--- src/rtl/uart_rx_byte.sv ---
// 8N1 UART receiver: 2-flop synchronised line, mid-bit sampling, one-cycle rx_done/frame_err pulses.
// Latency: rx_done one cycle after the stop-bit sample; no backpressure, data_rx holds until the next good frame.
module uart_rx_byte #(
  parameter int CLK_FREQ = 50000000,
  parameter int BAUD     = 9600
) (
  input  logic       clk,
  input  logic       rst_n,
  input  logic       in,
  input  logic       rx_in,
  output logic [7:0] data_rx,
  output logic       rx_done,
  output logic       frame_err,
  output logic       busy
);

  localparam int BPS_CNT  = CLK_FREQ / BAUD;
  localparam int HALF_CNT = BPS_CNT / 2;
  localparam int CW       = $clog2(BPS_CNT + 1);

  typedef enum logic [1:0] {IDLE, START, DATA, STOP} state_t;

  state_t        r_state, w_state_nxt;
  logic [CW-1:0] r_bcnt, w_bcnt_nxt;
  logic [2:0]    r_idx, w_idx_nxt;
  logic [7:0]    r_shift, w_shift_nxt;
  logic [7:0]    r_data, w_data_nxt;
  logic          r_done, w_done_nxt;
  logic          r_ferr, w_ferr_nxt;
  logic          r_sync1, r_rx_s, r_rx_d;
  logic          w_fall;

  // Synchroniser and edge-history flops idle at 1 so a low line after clear is not an edge.
  always_ff @(posedge clk) begin
    if (!rst_n || !in) begin
      r_sync1 <= 1'b1;
      r_rx_s  <= 1'b1;
      r_rx_d  <= 1'b1;
    end else begin
      r_sync1 <= rx_in;
      r_rx_s  <= r_sync1;
      r_rx_d  <= r_rx_s;
    end
  end

  assign w_fall = r_rx_d & ~r_rx_s;

  always_ff @(posedge clk) begin
    if (!rst_n || !in) begin
      r_state <= IDLE;
      r_bcnt  <= '0;
      r_idx   <= '0;
      r_shift <= '0;
      r_data  <= '0;
      r_done  <= 1'b0;
      r_ferr  <= 1'b0;
    end else begin
      r_state <= w_state_nxt;
      r_bcnt  <= w_bcnt_nxt;
      r_idx   <= w_idx_nxt;
      r_shift <= w_shift_nxt;
      r_data  <= w_data_nxt;
      r_done  <= w_done_nxt;
      r_ferr  <= w_ferr_nxt;
    end
  end

  always_comb begin
    w_state_nxt = r_state;
    w_bcnt_nxt  = r_bcnt + 1'b1;
    w_idx_nxt   = r_idx;
    w_shift_nxt = r_shift;
    w_data_nxt  = r_data;
    w_done_nxt  = 1'b0;
    w_ferr_nxt  = 1'b0;
    case (r_state)
      IDLE: begin
        w_bcnt_nxt = '0;
        if (w_fall) w_state_nxt = START;
      end
      START: begin
        if (r_bcnt == CW'(HALF_CNT - 1)) begin
          w_bcnt_nxt = '0;
          w_idx_nxt  = '0;
          // A start bit that is high again at mid-bit was a glitch.
          w_state_nxt = r_rx_s ? IDLE : DATA;
        end
      end
      DATA: begin
        if (r_bcnt == CW'(BPS_CNT - 1)) begin
          w_bcnt_nxt  = '0;
          w_shift_nxt = {r_rx_s, r_shift[7:1]};
          w_idx_nxt   = r_idx + 1'b1;
          if (r_idx == 3'd7) w_state_nxt = STOP;
        end
      end
      STOP: begin
        if (r_bcnt == CW'(BPS_CNT - 1)) begin
          w_bcnt_nxt  = '0;
          w_state_nxt = IDLE;
          if (r_rx_s) begin
            w_data_nxt = r_shift;
            w_done_nxt = 1'b1;
          end else begin
            w_ferr_nxt = 1'b1;
          end
        end
      end
      default: w_state_nxt = IDLE;
    endcase
  end

  assign data_rx   = r_data;
  assign rx_done   = r_done;
  assign frame_err = r_ferr;
  assign busy      = (r_state != IDLE);

endmodule

--- config.mk ---
export PLATFORM = sky130hd
export DESIGN_NAME = uart_rx_byte
export DESIGN_NICKNAME = d
export VERILOG_FILES = /design/src/rtl/uart_rx_byte.sv
export SDC_FILE = /design/constraint.sdc
export NUM_CORES = 1
export LEC_CHECK = 0
export CAP_MARGIN = 40
export CORE_MARGIN = 2
export CORE_UTILIZATION = 56
export DETAILED_ROUTE_END_ITERATION = 12
export HOLD_SLACK_MARGIN = 0.1
export PLACE_DENSITY = 0.81
export SKIP_CTS_REPAIR_TIMING = 1
export SLEW_MARGIN = 10
export SYNTH_ARGS = -nofsm -noshare
export SYNTH_HDL_FRONTEND = slang
export SYNTH_SLANG_ARGS = --single-unit
--- constraint.sdc ---
create_clock -name clk -period 2.5 [get_ports clk]
set_clock_uncertainty 0.05 [all_clocks]
set_input_delay 0.5 -clock clk [delete_from_list [all_inputs] [get_ports clk]]
set_output_delay 0.5 -clock clk [all_outputs]
set_load 0.01 [all_outputs]
==> results.toml, run 1 <==
[power_and_ir_drop]
power_uw = 956.0
power.internal_uw = 739.5
power_leakage_nw = 0.7222
p_per_area_mw_per_mm2 = 498.7
peakVddDrop_mv = 0.3686
p_sw_frac = 0.2265
pwr-share-clk = 0.326
p_comb_frac = 0.022
p_switching_uw = 216.5
power_frac_seq = 0.651

[finish]
drive_gt1_frac = 0.09794
n_antenna_cell = 0
syn2layout_area_growth_pct = 12.23
nFillCells = 242
fin_area_mm2 = 0.001917
final_nets = 200

[place]
place_hpwl_um = 2347
place_congestion = 0.8248
postPlaceCellArea_mm2 = 0.001863
port_buffers = 14
place_ws_ps = 488.6

[status]
status = "complete, no violations"

[setup_path]
r2r_slack_ps = 450
crit_fanout = 10
critical_path_class = "reg -> out"
cp_cell_sequence = "or2_2, clkdlybuf4s50_1"
critPathTopFamily = "buffers and inverters"
endpoint_kind = "primary output"
path_buf_inv = 1
cpMaxStageDelayCell = "clkdlybuf4s50_1"
cp-start-kind = "register"
slowest_delay_ps = 470
critPathArrivalTime_ps = 1540
required_ps = 1950

[logic_synthesis]
syn_nets = 184
synth.area.top_cells = "dfxtp_1, nor2_1, a41o_1, mux2i_1, nand2_1"
synth.largest_area_cell = "dfxtp_1"
synth_cell_types = 36
ys_ff_latch = 39
async_reset_ff_frac = 0
synth_cells = 177
synth_top_area_frac = 0.4571
ys_warn_count = 0
ys_seq_area_frac = 0.4571
avgSynthCellArea_um2 = 9.649
synth_flop_cell = "dfxtp_1"
syn_area_mm2 = 0.001708
synth_edf_count = 0

[routing]
first_pass_iters = 4
vias_per_cell = 5.885
drc = 0
drtIter0Drc = 64
ant_nets = 0
wire_per_inst_um = 14.50
finalWirelength_um = 3292
num_vias = 1336

[clock_network]
cts_tree = "yes"
h-tree-depth = 2
cts.sinks = 39
clock_path_buffers = 2
cts.clk_slew.worst_paths_ps = 120
cts_buffers = 5
cts-root-buf = "clkbuf_4"
clk-insertion-delay-late_ps = 340

[timing]
finalWorstSetupSlack_ps = 414.0
worst_slew_pin_slew_ps = 437.1
min_period_ps = 2086
slew_violations = 0
tns_ps = 0
finalSetupViolations = 0
grt_setup_unrepaired = "false"
slew_headroom = 0.7046
finalCritPeriodShare = 0.8344
fmax_ghz = 0.4794
final_hold_viol_count = 0

[die]
rows = 20
die_x_um = 59.23
boundaryPins = 15
coreArea_mm2 = 0.002978
initial_utilization = 0.5735
die_y_um = 59.23
fp.dieArea_mm2 = 0.003508

[grt]
grt_pass1_wl_um = 5575
grt.overflow.total = 0
grt_pass1_vias = 1335
grt_use_total = 0.2117
antenna_found_initial = 0
grt_start_max_net_pins = 21

[hold_path]
hold_class = "reg -> reg"

[run]
cap_violations = 0
-- logic make-up (layout without fill, tap and decap cells) --
family,count (synthesis),after routing,share of synthesized area
and+or+nand+nor,79,79,0.2637
muxes,8,8,0.04689
buffers and inverters,13,30,0.04615
adders and majority gates,3,3,0.02198
xor gates and xnor gates,11,11,0.05641
AOI/OAI and AO/OA,24,24,0.1077
DFF,39,39,0.4571
-- final timing paths --
check | start | to | cells past startpoint
worst min register to register | r_sync1 | r_rx_s | 1
worst max-delay path | r_state[0] | busy | 2
worst max register to register | r_bcnt[0] | data_rx[0] | 6
worst min-delay path | r_sync1 | r_rx_s | 1
-- per-stage QoR --
| step | hold slack [ps] | std cells | utilization |
|---|---|---|---|
| 2_1_floorplan | 336.3 | 177 | - |
| 3_3_place_gp | 341.9 | 219 | 0.6256 |
| 3_5_place_dp | 348.2 | 219 | 0.6256 |
| 4_1_cts | 376.9 | 227 | 0.6437 |
| 5_1_grt | 387.4 | 227 | 0.6437 |
| 6_report | 381.1 | 227 | 0.6437 |
-- flip-flops by register name, indices dropped and copies added (netlist names), named ones only --
signal and count:
r_bcnt 13, data_rx 8, r_shift 8, r_idx 3, frame_err 1, r_rx_d 1
r_rx_s 1, r_state 1, r_sync1 1, rx_done 1
-- synthesized netlist by cell type (3+ instances only) --
master and number:
a41o_1 8, xnor2_1 5, nor2_1 25, nand2_1 16
ha_1 3, nand2b_1 4, nand4_1 6, and3_1 3
mux2i_1 8, xor2_1 6, a21oi_1 11, nand3_1 4
nor3_1 3, clkbuf_1 6, dfxtp_1 39, buf_6 3
nand3b_1 3
-- power groups by stage --
stage	registers (mW)	logic, mW	clock network, mW
after global placement	0.637	0.0203	0
after global routing	0.623	0.0231	0.348
after CTS	0.623	0.0210	0.320
after detailed placement	0.637	0.0209	0
after floorplan	0.637	0.0118	0
final	0.623	0.0212	0.312
-- final cells by class --
cell class                      instances  area [um2]  share of cell area
Clock buffer                            6       41.29             0.02154
Clock inverter                          2       12.51            0.006527
Inverter                                2       7.507            0.003916
Multi-Input combinational cell        125       848.3              0.4426
Sequential cell                        39       780.7              0.4073
Tap cell                               33       41.29             0.02154
Timing Repair Buffer                   20       185.2             0.09661
-- worst register-to-register path, stage by stage (launching register included) --
cell	delay, ps
dfxtp_1	360
ha_1	250
nand4bb_1	350
nor4_4	370
buf_4	260
a21oi_1	100
a41o_1	220
-- layer usage --
layer,routed length [um],track usage
met1,1445,0.2462
met2,1621,0.3391
met3,145,0.06987
met4,79,0.1201
met5,0,0
-- cells in the final DEF, fill, tap and decap left out, drive strengths merged, types with 2 or more instances in the layout --
cell type / n
nor2: 25
nand4: 6
nand3: 4
and3: 3
and2: 2
buf: 6
nor2b: 2
ha: 3
nand3b: 3
nand2: 16
mux2i: 8
dfxtp: 39
clkdlybuf4s50: 14
clkbuf: 6
nor4bb: 2
xor2: 6
nor3: 3
nand2b: 4
xnor2: 5
a41o: 8
inv: 2
a21oi: 11
nor4: 3
Note: power is estimated with default switching activity, not from simulation.
==> run 2, diff against run 1 <==
Clock period 2.5 ns to 2 ns, I/O delays scaled along.
==> run 2 against run 1 <==
Effect of this change: global-route usage increased by 0.70 points; critical path depth unchanged; power increased by 42%; sequential share of layout area decreased by 2.3 points; utilization increased by 3.9 points.
==> results.toml, run 2 (synthesized netlist as in run 1, its figures left out) <==
[status]
status = "complete, no violations"

[grt]
grt_start_max_net_pins = 22
grt_pass1_vias = 1330
grt_pass1_wl_um = 5775
grt.overflow.total = 0
grt_use_total = 0.2186
antenna_found_initial = 0

[finish]
nFillCells = 241
instances_no_fill = 233
drive_gt1_frac = 0.1350
final_nets = 206
layout_commonest_cell = "dfxtp_1"
largest_reg_flops = 13
syn2layout_area_growth_pct = 19.05
fin_util = 0.6828
layout_common_cells = "dfxtp_1, nor2_1, nand2_1"
regMostFlops = "r_bcnt"
fin_area_mm2 = 0.002033
n_antenna_cell = 0

[place]
postPlaceCellArea_mm2 = 0.001933
place_congestion = 0.8757
place_ws_ps = 131.0
place_hpwl_um = 2444
port_buffers = 14
dp.cells = 225

[power_and_ir_drop]
p_per_area_mw_per_mm2 = 668.5
power_leakage_nw = 0.7967
peakVddDrop_mv = 0.3892
p_switching_uw = 272.5
power.internal_mw = 1.087
pwr-share-clk = 0.406
p_sw_frac = 0.2005
power_mw = 1.359
power_frac_seq = 0.573
p_comb_frac = 0.021

[routing]
ant_nets = 0
first_pass_iters = 4
wire_per_inst_um = 14.65
finalWirelength_um = 3413
drc = 0
num_vias = 1356
vias_per_cell = 5.820
drtIter0Drc = 58

[clock_network]
cts.clk_slew.worst_paths_ps = 120
cts_buffers = 5
clock_path_buffers = 2
h-tree-depth = 2
cts-root-buf = "clkbuf_4"
cts_tree = "yes"
cts.sinks = 39
clk-insertion-delay-late_ps = 340

[run]
cap_violations = 0

[die]
coreArea_mm2 = 0.002978
boundaryPins = 15
die_x_um = 59.23
fp.dieArea_mm2 = 0.003508
initial_utilization = 0.5735
rows = 20
die_y_um = 59.23

[setup_path]
required_ps = 1550
crit_fanout = 8
critical_path_class = "reg -> out"
endpoint_kind = "primary output"
critPathArrivalTime_ps = 1510
cp-start-kind = "register"
r2r_slack_ps = 110

[hold_path]
hold_class = "reg -> reg"

[timing]
min_period_ps = 1955
slew_headroom = 0.6670
slew_violations = 0
worst_slew_pin_slew_ps = 492.5
finalCritPeriodShare = 0.9775
final_hold_viol_count = 0
finalSetupViolations = 0
finalWorstSetupSlack_ps = 44.97
fmax_ghz = 0.5115
-- run 2: changes by cell type in the layout (fill, tap and decap cells not counted) --
cell | previous run | this run
nor4_2 | 1 | 0
clkbuf_8 | 0 | 1
bufinv_16 | 0 | 1
dfxtp_2 | 0 | 1
buf_12 | 0 | 2
nor4_4 | 2 | 3
buf_4 | 6 | 9
clkbuf_1 | 1 | 0
buf_6 | 0 | 1
dfxtp_1 | 39 | 38
clkinvlp_4 | 1 | 0
-- run 2: metal layers --
metal,global-route usage,vias up,wire (um)
met5,0,-,0
met3,0.05240,7,138
met1,0.2752,646,1512
met4,0.1136,0,57
li1,-,673,-
met2,0.3454,30,1705
-- run 2: path summary, 6_finish.rpt --
path / startpoint / to / cells after the start
setup / recovery: register / busy / 2
hold / removal: r_sync1 / r_rx_s / 1
setup reg to reg: r_bcnt[0] / r_bcnt[7] / 6
hold reg to reg: r_sync1 / r_rx_s / 1
-- run 2: final cells by class --
class                   instances  area [um2]  share of cell area
clock buffers                   6       51.30             0.02523
clock inverters                 2       35.03             0.01723
repair buffers                 26       259.0              0.1274
flip-flops and latches         39       782.0              0.3846
multi-input cells             125       857.1              0.4215
inverters                       2       7.507            0.003692
well taps                      33       41.29             0.02031
-- run 2: worst max-delay path, cell delays in order, from the launching register on --
cell	delay, ps
dfxtp_1	400
or2_2	290
clkdlybuf4s50_1	470
-- run 2: power by group through the flow --
stage	combinational (mW)	clock, mW	sequential (mW)
floorplan	0.0147	0	0.796
detailed placement	0.0294	0	0.796
finish	0.0292	0.551	0.779
global route	0.0320	0.588	0.779
CTS	0.0292	0.558	0.779
global placement	0.0282	0	0.796
-- run 2: metrics by stage --
stage	hold WS (ps)	TNS [ps]
6_report	376.7	0
3_3_place_gp	351.4	0
2_1_floorplan	336.3	0
5_1_grt	397.4	-55.79
4_1_cts	383.7	0
3_5_place_dp	357.1	0
==> run 3, diff against run 2 <==
Settings changed: CORE_UTILIZATION 56 to 50, PLACE_DENSITY 0.81 to 0.76.
Clock period 2 ns to 1.7 ns, I/O delays scaled along.
==> run 3 against run 2 <==
Effect of this change: the flow now finishes with violations (setup timing); utilization rose by 0.24 points; global-route usage fell by 1.6 points; count of clock-buffer cells in the layout did not move; sequential share of layout area fell by 3.8 points; via count rose by 5.1%; die area rose by 11%; register-to-register slack got worse by 280 ps; worst setup slack got worse by 220 ps; non-clock buffer count rose by 19; cell count rose by 14%; critical path type is now reg -> reg; critical endpoint is now data_rx[2]; largest cell class unchanged.
==> results.toml, run 3 (synthesized netlist as in run 1, its figures left out) <==
[status]
violations = "setup timing"
status = "finished with violations"

[clock_network]
cts.sinks = 39
h-tree-depth = 2
clock_path_buffers = 2
clk-insertion-delay-late_ps = 360
cts-root-buf = "clkbuf_4"
cts.clk_slew.worst_paths_ps = 120
cts_buffers = 5
cts_tree = "yes"

[finish]
final_nets = 225
fin_area_mm2 = 0.002268
layout_common_cells = "dfxtp_1, buf_4, nor2_1"
syn2layout_area_growth_pct = 32.82
drive_gt1_frac = 0.2511
fin_util = 0.6852
instances_no_fill = 265
largest_reg_flops = 13
nFillCells = 261
n_antenna_cell = 0
regMostFlops = "r_bcnt"
layout_commonest_cell = "dfxtp_1"

[die]
rows = 21
die_y_um = 62.45
initial_utilization = 0.5159
fp.dieArea_mm2 = 0.003899
boundaryPins = 15
die_x_um = 62.45
coreArea_mm2 = 0.003311

[timing]
finalSetupViolations = 30
min_period_ps = 1872
hold_slack_ps = 379.0
grt_setup_unrepaired = "true"
tns_ps = -2951
finalWorstSetupSlack_ps = -172.0
slew_headroom = 0.7986
slew_violations = 0
finalCritPeriodShare = 1.101
final_hold_viol_count = 0
fmax_ghz = 0.5342
worst_slew_pin_slew_ps = 299.8

[routing]
finalWirelength_um = 3695
wire_per_inst_um = 13.94
num_vias = 1425
vias_per_cell = 5.377
drtIter0Drc = 62
drc = 0
ant_nets = 0
first_pass_iters = 4

[grt]
grt_pass1_vias = 1452
grtUsageMet3 = 0.05586
grt_pass1_wl_um = 6272
grt_start_max_net_pins = 20
grt.overflow.total = 0
met1_usage = 0.2251
grt_use_total = 0.2025
met2_usage = 0.3616
antenna_found_initial = 0
busiest_layer = "met2"

[power_and_ir_drop]
power_mw = 1.718
p_per_area_mw_per_mm2 = 757.2
power_leakage_nw = 0.9400
peakVddDrop_mv = 0.8612

[setup_path]
required_ps = 1910
critPathArrivalTime_ps = 2080
crit_fanout = 15
endpoint_kind = "register"
critical_path_class = "reg -> reg"
cp-start-kind = "register"
slowest_delay_ps = 560
cp_cell_sequence = "or4b_4, buf_4, nor4_4, buf_12, a21oi_1, a41o_1"
cpMaxStageDelayCell = "or4b_4"

[place]
postPlaceCellArea_mm2 = 0.002078
place_congestion = 0.7672
dp.cells = 254
place_hpwl_um = 2593
place_ws_ps = -161.9
port_buffers = 14

[run]
cap_violations = 0

[hold_path]
hold_class = "reg -> reg"
## run 3: cell type report
| type | instances | area (um2) | share of cell area |
|---|---|---|---|
| Clock inverter | 2 | 60.06 | 0.02648 |
| Sequential cell | 39 | 787.0 | 0.3469 |
| Timing Repair Buffer | 45 | 409.1 | 0.1804 |
| Clock buffer | 6 | 41.29 | 0.01820 |
| Multi-Input combinational cell | 125 | 905.9 | 0.3993 |
| Inverter | 2 | 7.507 | 0.003309 |
| Tap cell | 46 | 57.56 | 0.02537 |
## run 3: final timing paths
kind / cells after the start / slack, ps / to / start
setup / recovery: 6 / -170 / data_rx[2] / r_bcnt[5]
hold / removal: 1 / 380 / r_rx_s / r_sync1
setup reg to reg: 6 / -170 / data_rx[2] / r_bcnt[5]
hold reg to reg: 1 / 380 / r_rx_s / r_sync1
## run 3: per-layer routing
metal  part of all wire  wire, um  up-vias
li1                   -         -      711
met3              0.046       170        7
met2               0.52      1924       32
met5                  0         0        -
met4              0.017        64        0
met1               0.42      1536      675
## run 3: critical path, delay by kind of cell (launching register included)
family	cells	cell delay, ps
AO/OA/AOI/OAI	2	280
buffers and inverters	2	350
flip-flops	1	340
AND/OR/NAND/NOR	2	740
## run 3: where the power goes
| group | internal (mW) | total (mW) | leakage [nW] | switching, mW |
|---|---|---|---|---|
| clock network | 0.459 | 0.769 | 0.0525 | 0.310 |
| logic | 0.0146 | 0.0328 | 0.571 | 0.0183 |
| registers | 0.915 | 0.916 | 0.317 | 0.00105 |
